[config.mk]
export PLATFORM = sky130hd
export DESIGN_NAME = tff_array
export DESIGN_NICKNAME = d
export VERILOG_FILES = /design/src/rtl/tff_array.sv
export SDC_FILE = /design/constraint.sdc
export NUM_CORES = 1
export LEC_CHECK = 0
export CAP_MARGIN = 20
export CORE_MARGIN = 8
export CORE_UTILIZATION = 48
export DETAILED_ROUTE_END_ITERATION = 10
export PLACE_DENSITY_LB_ADDON = 0.3
export SLEW_MARGIN = 20
export SYNTH_ARGS = -nofsm -noshare
export SYNTH_HDL_FRONTEND = slang
export SYNTH_SLANG_ARGS = --single-unit
[constraint.sdc]
create_clock -name clk -period 4.5 [get_ports clk]
set_input_delay 0.9 -clock clk [delete_from_list [all_inputs] [get_ports clk]]
set_output_delay 0.9 -clock clk [all_outputs]
set_load 0.05 [all_outputs]
[src/rtl/tff_array.sv]
// tff_array: WIDTH-bit T flip-flop array with toggle, chained-T up/down count, load, terminal-count and change flags.
// Ports: clk, i_rst (sync active-high), i_en, i_mode (00 TOGGLE, 01 UP, 10 DOWN, 11 LOAD), i_t (toggle/load data),
//        o_q (state), o_qbar (~o_q), o_tc (limit-hit pulse), o_chg (o_q changed at last edge).
module tff_array #(
  parameter int               WIDTH   = 8,
  parameter logic [WIDTH-1:0] RST_VAL = '0,
  parameter bit               WRAP    = 1'b1
) (
  input  logic             clk,
  input  logic             i_rst,
  input  logic             i_en,
  input  logic [1:0]       i_mode,
  input  logic [WIDTH-1:0] i_t,
  output logic [WIDTH-1:0] o_q,
  output logic [WIDTH-1:0] o_qbar,
  output logic             o_tc,
  output logic             o_chg
);
  localparam logic [1:0] M_TOG = 2'b00, M_UP = 2'b01, M_DN = 2'b10, M_LD = 2'b11;
  logic [WIDTH-1:0] q = RST_VAL;
  logic tc = 1'b0;
  logic chg = 1'b0;
  logic [WIDTH-1:0] up_t, dn_t, tmask;
  logic ca, cd, at_lim;
  // Every mode is expressed as a per-bit toggle mask; o_chg is simply "any bit toggled".
  always_comb begin
    ca = 1'b1;
    cd = 1'b1;
    for (int k = 0; k < WIDTH; k++) begin
      up_t[k] = ca;
      dn_t[k] = cd;
      ca = ca & q[k];
      cd = cd & ~q[k];
    end
    at_lim = (i_mode == M_UP && &q) || (i_mode == M_DN && ~|q);
    tmask = i_mode == M_TOG ? i_t :
            i_mode == M_LD  ? q ^ i_t :
            (at_lim && !WRAP) ? '0 :
            i_mode == M_UP  ? up_t : dn_t;
  end
  always_ff @(posedge clk) begin
    if (i_rst) begin
      q   <= RST_VAL;
      tc  <= 1'b0;
      chg <= 1'b0;
    end else if (i_en) begin
      q   <= q ^ tmask;
      tc  <= at_lim;
      chg <= |tmask;
    end else begin
      tc  <= 1'b0;
      chg <= 1'b0;
    end
  end
  assign o_q    = q;
  assign o_qbar = ~q;
  assign o_tc   = tc;
  assign o_chg  = chg;
endmodule

==> results.cfg <==
[worst_setup_path]
slowest_stage = clkdlybuf4s50_1
critPathLaunchType = input pin
cp-end-kind = flop
crit_chain = clkdlybuf4s50_1 -> or2b_1 -> nor3_1 -> nand2b_1 -> o21a_1 -> mux2_1
critical_path_cell_count = 6
critPathKind = in2reg
arrival_ns = 2.91
reg2reg_depth = 5
cp_num_buf_inv = 1
critPathMaxFanout = 13
crit_family = buffers and inverters
critPathMaxStageDelay_ns = 0.80
critical_path_required_ns = 4.66

[power]
powerDensity_nw_per_um2 = 299
ir_drop_mv = 0.195
finalPower_w = 0.000356
p_leak_nw = 0.440

[synthesis]
yosys.area.top_type = dfxtp_1
synthTopCellsByArea = dfxtp_1 (23%), xnor2_1 (7.0%), mux4_2 (5.1%), xor2_1 (5.0%), nor2_1 (4.7%)
synth_cells = 110
ys_ff_latch = 10
synthesis.nets = 123
ys_seq_area_frac = 0.227
netlist-cell-type-count = 46
synth_top_area_frac = 0.227
synth_edf_count = 0
avgSynthCellArea_sq_um = 8.01
ys_warn_count = 0
netlist_area_sq_um = 881
synthFlopType = dfxtp_1
async_flop_share = 0

[timing]
fin_setup_tns_ns = 0
tightest_slew_ns = 0.544
period_share = 0.610
setup_viol = 0
timing.fmax_ghz = 0.365
timing.final.crit_period_ns = 2.74
slew_violations = 0
rsz0062_at_grt = false
final.setup_skew_ns = 0.00548
hold_violations = 0
relSlewSlack = 0.636

[floorplan]
rows = 15
die_x_um = 58.8
dieHeight_um = 58.8
fp.dieArea_sq_um = 3460
io-pin-count = 31
floorplan.initialDensity = 0.510
core_sq_um = 1730

[global_routing]
gr-total-overflow = 0
grt_pass1_wl_um = 3750
grt_use_total = 0.137
antenna_found_initial = 0
grt_max_degree = 17
grt_pass1_vias = 837

[outcome]
outcome = finished, final reports clean

[detailed_routing]
avgRoutedWirePerCell_um = 14.4
vias = 903
via_per_inst = 5.64
drtAntennaViolNets = 0
dr.pass1.iters = 4
drc = 0
drtIter0Drc = 31
wl_um = 2300

[clocking]
clock_path_buffers = 2
cts.sinks = 10
cts_tree = done
cts.htree.levels = 1
post-cts-setup-buffers = 0
cts_resized = 0
cts.hold.buffers_added = 0
cts_root_buf = clkbuf_4
clk_latency_ns = 0.27
path_clk_slew_ns = 0.07
cts_buffers = 3

[layout]
fin_nets = 150
diodes = 0
multi_input_area_sq_um = 601
layout-drive-gt1-share = 0.0889
syn2layout_area_growth_pct = 34.9
nFillCells = 140
mostFrequentLayoutCell = clkdlybuf4s50_1
final_cell_mix = clkdlybuf4s50_1 (30), nor2_1 (11), dfxtp_1 (10)
regArea_sq_um = 200

[place]
dp_hpwl_um = 1780
io_buffers = 30
gp_congestion = 0.900

[job]
cap_violations = 0

[min_path]
min_path_cells = 2
hold_path_class = reg2reg
[worst min-delay path, stage by stage, from the launching register on]
cell	delay, ns
dfxtp_1	0.34
nor2_1	0.10
mux2_1	0.12
[final timing paths]
kind	from	end	slack, ns
max	i_mode[0]	o_q[6]	1.76
min	o_q[6]	o_q[6]	0.58
max reg2reg	o_q[0]	o_q[6]	2.67
min reg2reg	o_q[6]	o_q[6]	0.58
[cell usage after synthesis (2+ instances only)]
library cell	instances
a21oi_1	3
a22o_1	2
a22oi_1	2
a31oi_1	3
buf_2	4
dfxtp_1	10
inv_1	9
mux2i_1	2
mux4_2	2
nand2_1	4
nand2b_1	3
nand3_1	3
nor2_1	11
nor3_1	3
nor3_2	2
nor4_1	2
o21ai_0	4
o31ai_1	2
or3_1	2
xnor2_1	7
xor2_1	5
[registers in the layout, indices dropped and copies added (netlist names)]
signal  count
o_tc        1
o_q         8
o_chg       1
[layer usage]
layer | global-route usage | wire length (um)
met3 | 0.0283 | 149
met2 | 0.210 | 1130
met5 | 0 | 0
met1 | 0.165 | 971
met4 | 0.0990 | 51
[metrics by stage]
step                worst slack (ns)  std cells  instance area [sq um]  hold slack [ns]   util
floorplan                       2.34        110                    881            0.770      -
CTS                             1.79        160                   1190            0.591  0.688
finish                          1.76        160                   1190            0.582  0.688
detailed placement              1.51        157                   1170            0.574  0.675
global route                    1.66        160                   1190            0.631  0.688
global placement                1.56        157                   1170            0.562  0.675
[power breakdown]
part | leakage, nW | switching, W | total (W) | internal (W)
sequential | 0.0823 | 0.0000171 | 0.000114 | 0.0000971
clock | 0.0138 | 0.0000325 | 0.0000635 | 0.0000310
combinational | 0.344 | 0.000106 | 0.000178 | 0.0000719
[cells by family after synthesis]
logic type / Yosys count / synth area share
compound gates: 25 / 0.199
xor+xnor: 12 / 0.119
buf+inv: 17 / 0.0909
flops: 10 / 0.227
mux: 5 / 0.0866
simple gates: 41 / 0.277
[final cells by class]
type / count / share of cell area
inverter: 9 / 0.0284
clock buffer: 3 / 0.0189
sequential: 10 / 0.168
multi-input combinational: 83 / 0.505
timing repair buffer: 30 / 0.253
tap: 25 / 0.0263
No activity file was read; power rests on OpenSTA's default activity.
